## src/rtl/maze_pkg.sv

```systemverilog
// Shared definitions for the maze solver's move path: direction codes,
// array sizes, and the path recorder's state encoding. The move queue
// imports this same package so both sides agree on widths and codes.
package maze_pkg;

    // Direction code recorded for each solver move.
    typedef enum logic [1:0] {
        DIR_UP    = 2'd0,
        DIR_RIGHT = 2'd1,
        DIR_DOWN  = 2'd2,
        DIR_LEFT  = 2'd3
    } dir_t;

    // Width of the exported path array; matches the move queue's array.
    localparam int MAZE_CELLS  = 256;
    // Largest move count the queue accepts (it rejects back == 8'hFE).
    localparam int STACK_DEPTH = 254;

    // Recorder phases: recording moves, one-cycle handoff, frozen.
    typedef enum logic [1:0] {
        RECORD  = 2'd0,
        HANDOFF = 2'd1,
        LOCKED  = 2'd2
    } rec_state_t;

endpackage

```

## src/rtl/path_recorder.sv

```systemverilog
// path_recorder: writer side of the maze solver's move queue.
// It records 2-bit direction codes as a LIFO while the DFS explores. On finish
// it presents the whole path array and the last-index pointer, pulses
// load_queue for one cycle, and then freezes until init or reset.
//
// Ports:
//   clock, reset        rising-edge clock; asynchronous active-high reset
//   init                synchronous clear, same effect as reset, top priority
//   push, pop, dir_in   append dir_in / drop the last move (both = replace top)
//   finish              path complete; start the handoff
//   path_out            recorded moves, index 0 first; unused entries 2'b00
//   back                index of the last valid move, 8'hFF when empty
//   load_queue          one-cycle strobe; path_out and back are stable
//   top_dir             most recent move, DIR_UP when empty
//   full, empty         count == DEPTH / count == 0
//   overflow, underflow sticky push-while-full / pop-while-empty flags
//   locked              the handoff is done and the recorder is frozen
module path_recorder
    import maze_pkg::dir_t;
    import maze_pkg::DIR_UP;
    import maze_pkg::rec_state_t;
    import maze_pkg::RECORD;
    import maze_pkg::HANDOFF;
    import maze_pkg::LOCKED;
#(
    parameter int MAZE_CELLS = maze_pkg::MAZE_CELLS,
    parameter int DEPTH      = maze_pkg::STACK_DEPTH
) (
    input  logic       clock,
    input  logic       reset,
    input  logic       init,
    input  logic       push,
    input  logic       pop,
    input  dir_t       dir_in,
    input  logic       finish,
    output logic [1:0] path_out [0:MAZE_CELLS-1],
    output logic [7:0] back,
    output logic       load_queue,
    output dir_t       top_dir,
    output logic       full,
    output logic       empty,
    output logic       overflow,
    output logic       underflow,
    output logic       locked
);

    rec_state_t state_q, state_d;
    logic [8:0] count_q, count_d;
    logic       load_q, load_d;
    logic       ovf_q, ovf_d;
    logic       unf_q, unf_d;
    logic [1:0] path_q [0:MAZE_CELLS-1];

    // One array write per cycle at most: a push, a top replace, or a pop
    // clearing the vacated slot back to 2'b00.
    logic       wr_en;
    logic [7:0] wr_idx;
    logic [1:0] wr_val;

    logic [7:0] top_idx;

    assign top_idx = 8'(count_q - 9'd1);
    assign back    = top_idx;
    assign empty   = (count_q == 9'd0);
    assign full    = (count_q == 9'(DEPTH));
    assign top_dir = empty ? DIR_UP : dir_t'(path_q[top_idx]);

    assign load_queue = load_q;
    assign overflow   = ovf_q;
    assign underflow  = unf_q;
    assign locked     = (state_q == LOCKED);
    assign path_out   = path_q;

    always_comb begin
        state_d = state_q;
        count_d = count_q;
        ovf_d   = ovf_q;
        unf_d   = unf_q;
        wr_en   = 1'b0;
        wr_idx  = count_q[7:0];
        wr_val  = 2'b00;

        case (state_q)
            RECORD: begin
                if (finish) begin
                    // finish wins; any push/pop this cycle is dropped.
                    state_d = HANDOFF;
                end else if (push && pop && !empty) begin
                    wr_en  = 1'b1;
                    wr_idx = top_idx;
                    wr_val = dir_in;
                end else if (push) begin
                    // Also covers push+pop on an empty stack.
                    if (full) begin
                        ovf_d = 1'b1;
                    end else begin
                        wr_en   = 1'b1;
                        wr_idx  = count_q[7:0];
                        wr_val  = dir_in;
                        count_d = count_q + 9'd1;
                    end
                end else if (pop) begin
                    if (empty) begin
                        unf_d = 1'b1;
                    end else begin
                        wr_en   = 1'b1;
                        wr_idx  = top_idx;
                        wr_val  = 2'b00;
                        count_d = count_q - 9'd1;
                    end
                end
            end
            HANDOFF: state_d = LOCKED;
            LOCKED:  state_d = LOCKED;
            default: state_d = RECORD;
        endcase

        // The strobe is registered: high exactly while in HANDOFF.
        load_d = (state_d == HANDOFF);
    end

    always_ff @(posedge clock or posedge reset) begin
        if (reset) begin
            state_q <= RECORD;
            count_q <= 9'd0;
            load_q  <= 1'b0;
            ovf_q   <= 1'b0;
            unf_q   <= 1'b0;
            for (int i = 0; i < MAZE_CELLS; i++) path_q[i] <= 2'b00;
        end else if (init) begin
            state_q <= RECORD;
            count_q <= 9'd0;
            load_q  <= 1'b0;
            ovf_q   <= 1'b0;
            unf_q   <= 1'b0;
            for (int i = 0; i < MAZE_CELLS; i++) path_q[i] <= 2'b00;
        end else begin
            state_q <= state_d;
            count_q <= count_d;
            load_q  <= load_d;
            ovf_q   <= ovf_d;
            unf_q   <= unf_d;
            if (wr_en) path_q[wr_idx] <= wr_val;
        end
    end

endmodule

```

## config.mk

```make
export PLATFORM = sky130hd
export DESIGN_NAME = path_recorder
export DESIGN_NICKNAME = d
export VERILOG_FILES = /design/src/rtl/maze_pkg.sv /design/src/rtl/path_recorder.sv
export SDC_FILE = /design/constraint.sdc
export NUM_CORES = 2
export LEC_CHECK = 0
export BUFFER_PORTS_ARGS = -buffer_cell sky130_fd_sc_hd__buf_2
export CORE_ASPECT_RATIO = 1.5
export CORE_MARGIN = 2
export CORE_UTILIZATION = 45
export CTS_BUF_LIST = sky130_fd_sc_hd__clkbuf_16
export DETAILED_ROUTE_END_ITERATION = 12
export PLACE_DENSITY = 0.67
export SLEW_MARGIN = 10
export SYNTH_ARGS = -nofsm -noshare
export SYNTH_HDL_FRONTEND = slang
export SYNTH_SLANG_ARGS = --single-unit
```

## constraint.sdc

```tcl
create_clock -name clock -period 36.4 [get_ports clock]
set_input_delay 5.46 -clock clock [delete_from_list [all_inputs] [get_ports clock]]
set_output_delay 5.46 -clock clock [all_outputs]
set_load 0.05 [all_outputs]
```

==> flow_summary_export.csv <==
group,metric,value,unit
status,status,"completed",
global_route,globalRouteTotalUtil,0.419,
synth,yosys_most_used_dff,"dfrtp_1",
worst_hold_path,min-delay-path-class,"register to register",
place,post_dp_cell_area,30200,sq um
timing,finalSetupViolations,0,
timing,fin_worst_hold_slack,519,ps
final_layout,finish.net_count,2969,
final_layout,post-route-cell-area,31900,sq um
synth,synth_area_leaders,"dfrtp_1 (49%), o32ai_1 (8.3%), a22o_1 (8.3%)",
power_and_ir_drop,share_of_total_power_in_the_clock_network,0.315,
drt,drc_errors,0,
critical_path,crit_buf_inv,3,
timing,post-route-period-util,0.306,
final_layout,layout.filler_cells,5245,
place,dpl.hpwl,92800,microns
synth,syn_area_per_cell,10.8,sq um
synth,post-synth-top-area-fraction,0.488,
clock_network,insertion_delay,640,ps
clock_network,tritoncts.num_buffers,51,
place,dp_cells,3679,
synth,synth_most_common_cell,"dfrtp_1",
global_route,grt_pass1_wl,186000,microns
timing,timing.max_slew.rel_slack,0.142,
final_layout,final_cells,3771,
timing,fmaxAchievable,89.8,MHz
synth,netlist_instances,2509,
die,ioPinCount,536,
drt,vias_after_detailed_routing,26000,
die,full_die_area,62000,sq um
critical_path,timing.critical_path.max_delay_family,"buffers and inverters",
global_route,grt_max_degree,177,
clock_network,cts_root_cell,"clkbuf_16",
clock_network,post_cts_buffers,0,
global_route,vias_in_the_first_global_route,25500,
critical_path,crit_path_cell_trace,"inv_1 > ha_4 > inv_2 > mux4_2 > mux2_2 > o21ai_0 > nand4_1 > nand3_1 > o311ai_0 > buf_2",
power_and_ir_drop,switching_share,0.404,
timing,max_clock_skew,34.1,ps
die,start_util,0.457,
critical_path,worst-endpoint-arrival,5680,ps
critical_path,worstSetupEndpointType,"primary output",
drt,drtIter0Drc,3694,
critical_path,timing.critical_path.slowest_stage_cell,"inv_2",
drt,drt_pass1_iterations,6,
clock_network,post_cts_resize_count,0,
clock_network,cts-root-to-sink-buffers,3,
run,timing.max_cap.violations,0,
final_layout,drive_gt1_frac,0.286,
drt,routedWlPerCell,34.9,microns
timing,setup_tns,0,ps
synth,syn-num-nets,2523,
power_and_ir_drop,pwr_density_cell,53.4,nW/um^2
power_and_ir_drop,vdd.ir_drop.worst,0.0466,mV
synth,ys_seq_elements,526,
drt,totalWireLength,132000,microns
clock_network,ctsHoldBuffers,0,
die,die_width,204,microns
place,placement.io_buffers,535,
die,floorplan.rows,109,
power_and_ir_drop,seq_power_share,0.355,
clock_network,htreeDepth,2,
clock_network,cts.sinks,526,
synth,synth.cell_area,27000,sq um
synth,synth_async_sr_flop_share,1.00,
power_and_ir_drop,power.share.combinational,0.331,
critical_path,crit_path_max_incr_delay,880,ps
drt,vias_per_cell,6.91,
drt,drtAntennaViolNets,0,
power_and_ir_drop,power.static_leakage,14.7,nW
synth,synth-warning-count,0,
final_layout,area.growth.synth_to_final,18.1,%
place,weighted_congestion_reported_at_the_end_of_routability_driven_placement,1.05,
power_and_ir_drop,power.internal,1.01,mW
critical_path,critPathLaunchType,"register",
timing,timing.final.hold_violations,0,
power_and_ir_drop,switching_power,0.687,mW
clock_network,tritoncts,"built",
timing,timing_worst_slew_pin_value,1290,ps
synth,yosysTopAreaCell,"dfrtp_1",
critical_path,timing.critical_path.required,30940,ps
synth,synth_common_cells,"dfrtp_1 (526), inv_1 (272), nor2_1 (261), o32ai_1 (257), a22o_1 (256)",
synth,synth_enable_flop_cells,0,
die,die_h,304,microns
critical_path,crit_type,"register to primary output",
timing,rsz0062_at_grt,"no",
global_route,antenna_found_initial,2,
global_route,total_overflow_reported_by_the_global_router,0,
synth,synth-seq-area-share,0.488,
critical_path,timing.critical_path.fanout_max,42,
power_and_ir_drop,power.total,1.70,mW
timing,drv_slew,0,
synth,netlist_cell_types,77,
clock_network,clkTransAtPathRegs,60,ps
die,core_box_area,59100,sq um
timing,finalCriticalPeriod,11140,ps
stage by stage:
step / setup WS (ps) / utilization
final: 25260 / 0.540
after global routing: 25270 / 0.540
after CTS: 25440 / 0.540
after detailed placement: 26110 / 0.512
after global placement: 26180 / 0.512
after floorplan: 16240 / -
worst register-to-register path: stages (launching register included):
cell     delay, ps
dfrtp_4        860
inv_1          250
ha_4           660
inv_2          610
nor3_1         950
a31oi_1        270
or2_2          430
nor2_2         700
a22o_1         280
worst paths after layout:
kind	start	endpoint	depth (start not counted)	slack, ps
setup / recovery	count_q[0]$_DFFE_PP0P_	top_dir[1]	10	25260
hold / removal	path_out[352]$_DFFE_PP0P_	path_out[352]$_DFFE_PP0P_	1	520
setup reg to reg	count_q[0]$_DFFE_PP0P_	path_out[124]$_DFFE_PP0P_	8	31320
hold reg to reg	path_out[352]$_DFFE_PP0P_	path_out[352]$_DFFE_PP0P_	1	520
max in group asynchronous	reset	path_out[169]$_DFFE_PP0P_	4	28830
min in group asynchronous	reset	path_out[361]$_DFFE_PP0P_	2	5000
power groups by stage:
stage	sequential [mW]	clock, mW	combinational, mW
floorplan	0.607	0	0.382
global placement	0.614	0	0.533
detailed placement	0.614	0	0.541
CTS	0.603	0.534	0.543
global route	0.604	0.557	0.578
finish	0.604	0.535	0.563
sequential cells by signal, indices dropped and copies added, names as in the netlist:
register,count
count_q,9
load_queue,1
overflow,1
path_out,512
state_q,2
underflow,1
per-layer routing:
layer | vias to the layer above | track usage | wire length, microns
li1 | 10300 | - | -
met1 | 12800 | 0.490 | 41900
met2 | 2262 | 0.642 | 59400
met3 | 640 | 0.0997 | 15900
met4 | 2 | 0.368 | 14400
met5 | - | 0 | 9
final cells by class:
class	instances	area, sq um	area share
Antenna cell	1	2.50	0.0000785
Clock inverter	40	350	0.0110
Clock buffer	51	1280	0.0400
Multi-Input combinational cell	1500	11900	0.373
Tap cell	777	972	0.0305
Timing Repair Buffer	597	3170	0.0993
Inverter	279	1060	0.0332
Sequential cell	526	13200	0.413
logic make-up (layout without fill, tap and decap cells):
kind of cell / Yosys count / after routing / synth area share
buf+inv: 483 / 967 / 0.0757
flops: 526 / 526 / 0.488
simple gates: 544 / 544 / 0.0928
mux: 127 / 127 / 0.0927
other cells: 0 / 1 / 0
xor+xnor: 6 / 6 / 0.00195
compound gates: 817 / 817 / 0.246
fa+ha+maj: 6 / 6 / 0.00278
placed cells by master (no fill, tap or decap), types with 6 or more instances in the layout:
cell type / instances
buf_2: 534
dfrtp_1: 525
inv_1: 282
nor2_1: 258
o32ai_1: 257
a22o_1: 256
nand2_1: 155
a21oi_1: 128
mux4_2: 98
buf_4: 61
clkbuf_16: 51
o2111ai_1: 31
mux2i_1: 26
nand3_1: 23
o21ai_0: 23
nand4_1: 20
o211ai_1: 18
or2_2: 15
o22ai_1: 14
nor3_1: 12
clkinv_1: 12
a31oi_1: 11
nor2_2: 10
nor2_8: 10
a32oi_1: 10
o21ai_2: 7
or3_1: 7
inv_2: 7
o22ai_2: 7
nor4_1: 6
Note: power is estimated with default switching activity, not from simulation.
